## src/rtl/text_console_if.sv

```systemverilog
// text_console_if: byte-stream handshake plus screen RAM write/read port bundle
interface text_console_if #(
  parameter int AW = 10
);
  logic [7:0]    in_data;
  logic          in_valid;
  logic          in_ready;
  logic [AW-1:0] vram_addr;
  logic [7:0]    vram_dout;
  logic          vram_we;
  logic [7:0]    vram_din;
  modport master (output in_data, in_valid, vram_din, input in_ready, vram_addr, vram_dout, vram_we);
  modport slave (input in_data, in_valid, vram_din, output in_ready, vram_addr, vram_dout, vram_we);
endinterface

```

## src/rtl/text_console.sv

```systemverilog
// text_console: byte-stream writer for the text screen RAM; CONSOLE_SCROLL_EN enables upward scroll on last-row newline
module text_console #(
  parameter int         COLS  = 64,
  parameter int         ROWS  = 16,
  parameter logic [7:0] BLANK = 8'h20
) (
  input  logic                    clk,
  input  logic                    reset,
  text_console_if.slave           bus,
  output logic [$clog2(ROWS)-1:0] cursor_row,
  output logic [$clog2(COLS)-1:0] cursor_col,
  output logic                    busy
);
  localparam int CW = $clog2(COLS);
  localparam int RW = $clog2(ROWS);
  localparam int AW = CW + RW;
  localparam logic [CW-1:0] COL_MAX = CW'(COLS - 1);
  localparam logic [RW-1:0] ROW_MAX = RW'(ROWS - 1);
  localparam logic [AW-1:0] LAST    = AW'(ROWS * COLS - 1);
`ifdef CONSOLE_SCROLL_EN
  localparam logic [AW-1:0] COPY_LAST  = AW'((ROWS - 1) * COLS - 1);
  localparam logic [AW-1:0] FILL_FIRST = AW'((ROWS - 1) * COLS);
  localparam logic [AW-1:0] FILL_LAST  = AW'(ROWS * COLS - 1);
  localparam logic [RW-1:0] WRAP_ROW   = ROW_MAX;
  typedef enum logic [2:0] {CLEAR, IDLE, PUT, SCROLL_RD, SCROLL_WR, FILL} state_t;
`else
  localparam logic [AW-1:0] FILL_FIRST = '0;
  localparam logic [AW-1:0] FILL_LAST  = AW'(COLS - 1);
  localparam logic [RW-1:0] WRAP_ROW   = '0;
  typedef enum logic [2:0] {CLEAR, IDLE, PUT, FILL} state_t;
`endif
  typedef enum logic [1:0] {ACT_NONE, ACT_WRAP, ACT_CLEAR} act_t;

  state_t        state;
  act_t          act;
  logic [7:0]    d;
  logic [RW-1:0] p_row, bs_row, nl_row, nx_row;
  logic [CW-1:0] p_col, bs_col, nx_col;
  logic [AW-1:0] idx, addr_r;
  logic [7:0]    dout_r;
  logic          we_r, ready_r;
  logic          printable, is_bs, go_home, do_nl, at_origin;
  act_t          nx_act;

  assign d = bus.in_data;
  assign bus.in_ready  = ready_r;
  assign bus.vram_addr = addr_r;
  assign bus.vram_we   = we_r;
`ifdef CONSOLE_SCROLL_EN
  assign bus.vram_dout = (state == SCROLL_WR) ? bus.vram_din : dout_r;
`else
  logic unused_din;
  assign unused_din    = ^bus.vram_din;
  assign bus.vram_dout = dout_r;
`endif

  // decode the offered byte into the write it needs and the cursor it leaves behind
  always_comb begin
    printable = d >= 8'h20;
    is_bs     = d == 8'h08;
    go_home   = d == 8'h1C || d == 8'h1F;
    do_nl     = d == 8'h0D || (printable && cursor_col == COL_MAX);
    at_origin = cursor_row == '0 && cursor_col == '0;
    bs_row    = (cursor_col != '0 || cursor_row == '0) ? cursor_row : cursor_row - 1'b1;
    bs_col    = at_origin ? '0 : cursor_col - 1'b1;
    nl_row    = (cursor_row == ROW_MAX) ? WRAP_ROW : cursor_row + 1'b1;
    nx_row    = do_nl ? nl_row : is_bs ? bs_row : go_home ? '0 : cursor_row;
    nx_col    = (do_nl || go_home) ? '0 : is_bs ? bs_col : printable ? cursor_col + 1'b1 : cursor_col;
    nx_act    = (d == 8'h1F) ? ACT_CLEAR : (do_nl && cursor_row == ROW_MAX) ? ACT_WRAP : ACT_NONE;
  end

  // control FSM; every RAM and handshake output is registered here
  always_ff @(posedge clk or negedge reset) begin
    if (!reset) begin
      state      <= CLEAR;
      act        <= ACT_NONE;
      cursor_row <= '0;
      cursor_col <= '0;
      p_row      <= '0;
      p_col      <= '0;
      idx        <= '0;
      addr_r     <= '0;
      dout_r     <= '0;
      we_r       <= 1'b0;
      ready_r    <= 1'b0;
      busy       <= 1'b1;
    end else begin
      case (state)
        CLEAR: begin
          if (!we_r) begin
            we_r   <= 1'b1;
            addr_r <= '0;
            dout_r <= BLANK;
            idx    <= '0;
          end else if (idx == LAST) begin
            state      <= IDLE;
            we_r       <= 1'b0;
            ready_r    <= 1'b1;
            busy       <= 1'b0;
            cursor_row <= '0;
            cursor_col <= '0;
          end else begin
            idx    <= idx + 1'b1;
            addr_r <= idx + 1'b1;
          end
        end
        IDLE: begin
          if (bus.in_valid) begin
            state   <= PUT;
            ready_r <= 1'b0;
            we_r    <= printable || is_bs;
            addr_r  <= is_bs ? {bs_row, bs_col} : {cursor_row, cursor_col};
            dout_r  <= is_bs ? BLANK : d;
            p_row   <= nx_row;
            p_col   <= nx_col;
            act     <= nx_act;
          end
        end
        PUT: begin
          we_r       <= 1'b0;
          cursor_row <= p_row;
          cursor_col <= p_col;
          if (act == ACT_CLEAR) begin
            state  <= CLEAR;
            we_r   <= 1'b1;
            addr_r <= '0;
            dout_r <= BLANK;
            idx    <= '0;
            busy   <= 1'b1;
          end else if (act == ACT_WRAP) begin
`ifdef CONSOLE_SCROLL_EN
            state  <= SCROLL_RD;
            addr_r <= AW'(COLS);
            idx    <= '0;
            busy   <= 1'b1;
`else
            state  <= FILL;
            we_r   <= 1'b1;
            addr_r <= FILL_FIRST;
            idx    <= FILL_FIRST;
            dout_r <= BLANK;
            busy   <= 1'b1;
`endif
          end else begin
            state   <= IDLE;
            ready_r <= 1'b1;
          end
        end
`ifdef CONSOLE_SCROLL_EN
        SCROLL_RD: begin
          state  <= SCROLL_WR;
          we_r   <= 1'b1;
          addr_r <= idx;
        end
        SCROLL_WR: begin
          if (idx == COPY_LAST) begin
            state  <= FILL;
            addr_r <= FILL_FIRST;
            idx    <= FILL_FIRST;
            dout_r <= BLANK;
          end else begin
            state  <= SCROLL_RD;
            we_r   <= 1'b0;
            idx    <= idx + 1'b1;
            addr_r <= idx + AW'(COLS + 1);
          end
        end
`endif
        FILL: begin
          if (idx == FILL_LAST) begin
            state   <= IDLE;
            we_r    <= 1'b0;
            ready_r <= 1'b1;
            busy    <= 1'b0;
          end else begin
            idx    <= idx + 1'b1;
            addr_r <= idx + 1'b1;
          end
        end
        default: begin
          state   <= CLEAR;
          we_r    <= 1'b0;
          ready_r <= 1'b0;
          busy    <= 1'b1;
        end
      endcase
    end
  end
endmodule

```

## src/flat_wrapper.sv

```systemverilog
// flat-port wrapper written by rule: the top's interface ports become plain ports
module text_console_flat 
#(
  parameter int         COLS  = 64,
  parameter int         ROWS  = 16,
  parameter logic [7:0] BLANK = 8'h20
)
  (clk, reset, cursor_row, cursor_col, busy, bus_in_data, bus_in_valid, bus_vram_din, bus_in_ready, bus_vram_addr, bus_vram_dout, bus_vram_we);
  text_console_if #(.AW(10)) bus_i ();
  input  logic clk;
  input  logic reset;
  output logic [$clog2(ROWS)-1:0] cursor_row;
  output logic [$clog2(COLS)-1:0] cursor_col;
  output logic busy;
  input wire logic [$bits(bus_i.in_data)-1:0] bus_in_data;
  input wire logic [$bits(bus_i.in_valid)-1:0] bus_in_valid;
  input wire logic [$bits(bus_i.vram_din)-1:0] bus_vram_din;
  output wire logic [$bits(bus_i.in_ready)-1:0] bus_in_ready;
  output wire logic [$bits(bus_i.vram_addr)-1:0] bus_vram_addr;
  output wire logic [$bits(bus_i.vram_dout)-1:0] bus_vram_dout;
  output wire logic [$bits(bus_i.vram_we)-1:0] bus_vram_we;
  assign bus_i.in_data = bus_in_data;
  assign bus_i.in_valid = bus_in_valid;
  assign bus_i.vram_din = bus_vram_din;
  assign bus_in_ready = bus_i.in_ready;
  assign bus_vram_addr = bus_i.vram_addr;
  assign bus_vram_dout = bus_i.vram_dout;
  assign bus_vram_we = bus_i.vram_we;
  text_console #(.COLS(COLS), .ROWS(ROWS), .BLANK(BLANK)) u_core (.clk(clk), .reset(reset), .bus(bus_i), .cursor_row(cursor_row), .cursor_col(cursor_col), .busy(busy));
endmodule
```

## config.mk

```make
export PLATFORM = sky130hd
export DESIGN_NAME = text_console_flat
export DESIGN_NICKNAME = d
export VERILOG_FILES = /design/src/rtl/text_console_if.sv /design/src/rtl/text_console.sv /design/src/flat_wrapper.sv
export SDC_FILE = /design/constraint.sdc
export NUM_CORES = 1
export LEC_CHECK = 0
export BUFFER_PORTS_ARGS = -buffer_cell sky130_fd_sc_hd__clkbuf_2
export CAP_MARGIN = 20
export CORE_ASPECT_RATIO = 2
export CORE_MARGIN = 3
export CORE_UTILIZATION = 40
export DETAILED_ROUTE_END_ITERATION = 8
export GPL_TIMING_DRIVEN = 0
export PLACE_DENSITY = 0.7
export SKIP_CTS_REPAIR_TIMING = 1
export SLEW_MARGIN = 20
export SYNTH_ARGS = -nofsm -noshare
export SYNTH_HDL_FRONTEND = slang
export SYNTH_SLANG_ARGS = --single-unit
export TNS_END_PERCENT = 10
```

## constraint.sdc

```tcl
create_clock -name clk -period 2.4 [get_ports clk]
set_input_delay 0.48 -clock clk [delete_from_list [all_inputs] [get_ports clk]]
set_output_delay 0.48 -clock clk [all_outputs]
set_load 0.1 [all_outputs]
```

==> summary.json <==
{
  "run_status": {
    "result_of_the_run": "complete, but fails checks",
    "violated_checks": "setup timing"
  },
  "job": {
    "max_cap_viol_count": 0
  },
  "synthesis": {
    "synth_compound_area_frac": 0.2241,
    "yosys_warnings": 0,
    "synth-simple-area-share": 0.2318,
    "post_synth_fa_ha_maj_area_fraction": 0.05503,
    "post_synth_inst_count": 385,
    "synth-main-ff-cell": "dfrtp_1",
    "synth.area.mux_share": 0.01284,
    "syn_nets": 419,
    "synthXorXnorAreaFrac": 0.02825,
    "synth-async-reset-ratio": 1.000,
    "synth_enable_flop_cells": 0,
    "syn_avg_cell_area_um2": 8.859,
    "synth_seq_cells": 55,
    "dominant_combinational_cell_family_by_area_after_synthesis": "simple AND/OR/NAND/NOR gates",
    "synth-seq-area-share": 0.4039,
    "synth_cell_type_count": 57,
    "netlist_area_mm2": 0.003411
  },
  "setup_path": {
    "critical_path_buf_inv_count": 1,
    "critical_path.startpoint_type": "flop",
    "timing.critical_path.required_ps": 2610,
    "worst-setup-path-type": "flop to flop",
    "critical_path_arrival_ps": 2660,
    "max_stage_delay_ps": 520,
    "critical_path.endpoint_type": "flop",
    "critPathTopFamily": "simple AND/OR/NAND/NOR gates",
    "critPathSlowestCell": "or4_4",
    "timing.critical_path.fanout_max": 10,
    "critical_path.cell_chain": "clkbuf_4, or3_1, or4_4, nor2_4, mux2_2, o211ai_1"
  },
  "sta": {
    "worst_slew_pin_slew_ps": 1179,
    "finalHoldViolations": 0,
    "rsz_0062_raised_after_global_routing": "true",
    "fin_crit_sh": 1.021,
    "max-slew-margin-rel": 0.2107,
    "clock-skew-final_ps": 7.348,
    "setup_viol": 4,
    "layout_min_cycle_time_ps": 2451,
    "setup_ws_ps": -51.06,
    "max_freq_mhz": 408.0,
    "report.final.slew_viol_count": 0,
    "finalHoldWorstSlack_ps": 276.9
  },
  "grt": {
    "grt_overflow": 0,
    "grt_max_degree": 56,
    "initial_antenna_violation_count": 0,
    "first_global_vias": 3142,
    "globalRouteTotalUtil": 0.2012,
    "grt_pass1_wl_um": 15350
  },
  "floorplanning": {
    "floorplan.die_area_mm2": 0.009738,
    "rows": 47,
    "fp.dieH_um": 136.6,
    "die_w_um": 71.30,
    "initial_utilization": 0.4113,
    "floorplan.core_area_mm2": 0.008292,
    "pin_count": 50
  },
  "clock_tree": {
    "numCtsBuffers": 5,
    "cts-htree-levels": 2,
    "worst_skew_pair.late_latency_ps": 300,
    "clk_pin_slew_worst_paths_ps": 70,
    "cts.sink_count": 55,
    "clock-root-buffer": "clkbuf_16",
    "clock_path_buffers": 2,
    "tritoncts": "built"
  },
  "detailed_routing": {
    "drt_pass1_iterations": 5,
    "antenna_violating_nets_left": 0,
    "finalWirelength_um": 9641,
    "drcViolationCount": 0,
    "wl_per_cell_um": 18.12,
    "dr.first_iter.drc_count": 232,
    "routed_via_density": 6.006,
    "num_vias": 3195
  },
  "power": {
    "vdd_drop_max_mv": 0.2317,
    "p_leak_nw": 1.727,
    "powerDensity_mw_per_mm2": 423.8
  },
  "final_layout": {
    "post_layout_nonfiller_instances": 532,
    "layout.cell_area.non_filler_mm2": 0.003990,
    "layout-drive-gt1-share": 0.2166,
    "num_antenna_cells": 0,
    "post-route-util": 0.4812,
    "nNetsFinal": 467,
    "area.growth.synth_to_final_pct": 16.98
  },
  "placed_design": {
    "detailedPlacementHpwl_um": 7383,
    "gp_congestion": 0.9407,
    "place_area_mm2": 0.003785,
    "placed_cells_incl_taps": 525,
    "detailedPlace.worstSlack_ps": -372.8,
    "portBuffers": 41
  },
  "worst_hold_path": {
    "hold_class": "input pin to asynchronous set/reset pin"
  }
}
[layout by cell type (no fill, tap or decap), types with 14 or more instances in the layout]
cell,instances
dfrtp_1,44
o21ai_0,26
a21oi_1,14
nand3_1,24
clkbuf_1,16
nand2_1,43
clkbuf_2,42
nor2_1,30
[state kept, by name, indices dropped and copies added (netlist names), 2 cells and up]
| register | cells |
|---|---|
| u_core.bus.vram_dout | 8 |
| u_core.p_row | 4 |
| u_core.bus.vram_addr | 10 |
| u_core.state | 2 |
| u_core.cursor_row | 4 |
| u_core.cursor_col | 6 |
| u_core.act | 2 |
| u_core.idx | 10 |
| u_core.p_col | 6 |
[logic make-up (layout without fill, tap and decap cells)]
family | count (synthesis) | after routing
xor gates and xnor gates | 11 | 11
AOI/OAI and AO/OA | 107 | 107
adders and majority gates | 15 | 15
muxes | 4 | 4
DFF | 55 | 55
buffers and inverters | 39 | 88
and+or+nand+nor | 154 | 154
[per-stage QoR]
| step | TNS, ps | total power [mW] |
|---|---|---|
| 2_1_floorplan | -63.89 | 0.9530 |
| 3_3_place_gp | -6120 | 0.9899 |
| 3_5_place_dp | -3809 | 0.9908 |
| 4_1_cts | -1619 | 1.715 |
| 5_1_grt | -573.7 | 1.755 |
| 6_report | -83.80 | 1.691 |
[final timing paths]
path | to | cells past startpoint | slack, ps | from
worst min register to register | u_core.bus.vram_dout[7]$_DFFE_PN0P_ | 2 | 490 | u_core.bus.vram_dout[7]$_DFFE_PN0P_
min in group clk | u_core.bus.vram_dout[3]$_DFFE_PN0P_ | 3 | 430 | bus_in_data[3]
worst min-delay path | u_core.state[1]$_DFFE_PN0P_ | 1 | 280 | reset
worst max-delay path | u_core.bus.vram_addr[7]$_DFFE_PN0P_ | 6 | -50 | u_core.cursor_col[3]$_DFFE_PN0P_
worst max register to register | u_core.bus.vram_addr[7]$_DFFE_PN0P_ | 6 | -50 | u_core.cursor_col[3]$_DFFE_PN0P_
max in group asynchronous | u_core.cursor_row[0]$_DFFE_PN0P_ | 1 | 1570 | reset
[report_power, final]
part           internal, mW  switching [mW]  leakage (nW)  total, mW
clock                 0.386           0.333        0.0669      0.719
combinational        0.0112          0.0345         0.946     0.0457
sequential            0.926               0         0.714      0.926
total                  1.32           0.367          1.73       1.69
[synthesized netlist by cell type (2+ instances only)]
| library cell | n | area (µm²) |
|---|---|---|
| nand3_1 | 24 | 120.1 |
| nand2b_1 | 8 | 50.05 |
| buf_2 | 3 | 15.01 |
| a22oi_1 | 2 | 15.01 |
| nor4_1 | 3 | 18.77 |
| inv_1 | 16 | 60.06 |
| or3_1 | 5 | 31.28 |
| o21ai_1 | 2 | 10.01 |
| and3_1 | 4 | 25.02 |
| a21oi_1 | 15 | 75.07 |
| o21ai_0 | 26 | 130.1 |
| nor2_1 | 30 | 112.6 |
| o41ai_1 | 6 | 52.55 |
| xnor2_1 | 6 | 52.55 |
| ha_1 | 15 | 187.7 |
| or4_1 | 2 | 15.01 |
| o221ai_1 | 3 | 26.28 |
| nand2_1 | 43 | 161.4 |
| a32o_1 | 6 | 60.06 |
| nand3b_1 | 4 | 30.03 |
| a31oi_1 | 3 | 18.77 |
| dfrtp_1 | 54 | 1351 |
| clkbuf_1 | 20 | 75.07 |
| and2_1 | 3 | 18.77 |
| nor2b_1 | 3 | 18.77 |
| mux2_2 | 3 | 33.78 |
| a22o_1 | 13 | 113.9 |
| nand4_1 | 5 | 31.28 |
| o211ai_1 | 10 | 75.07 |
| nor3_1 | 8 | 40.04 |
| xor2_1 | 5 | 43.79 |
| nor3b_1 | 4 | 30.03 |
| o31ai_1 | 7 | 52.55 |
[routing by layer]
layer / GRT usage / vias up / routed length, µm
met5: 0 / - / 0
met4: 0.1213 / 0 / 514
met3: 0.02059 / 32 / 324
met2: 0.3714 / 116 / 5299
met1: 0.2131 / 1533 / 3502
li1: - / 1514 / -
[cell type report]
| class | count | area [µm²] |
|---|---|---|
| Sequential cell | 55 | 1398 |
| Tap cell | 98 | 122.6 |
| Fill cell | 788 | 4302 |
| Buffer | 21 | 91.34 |
| Inverter | 16 | 62.56 |
| Multi-Input combinational cell | 291 | 1954 |
| Clock inverter | 2 | 12.51 |
| Timing Repair Buffer | 43 | 220.2 |
| Clock buffer | 6 | 128.9 |
Power figures use the tool's default switching activity.
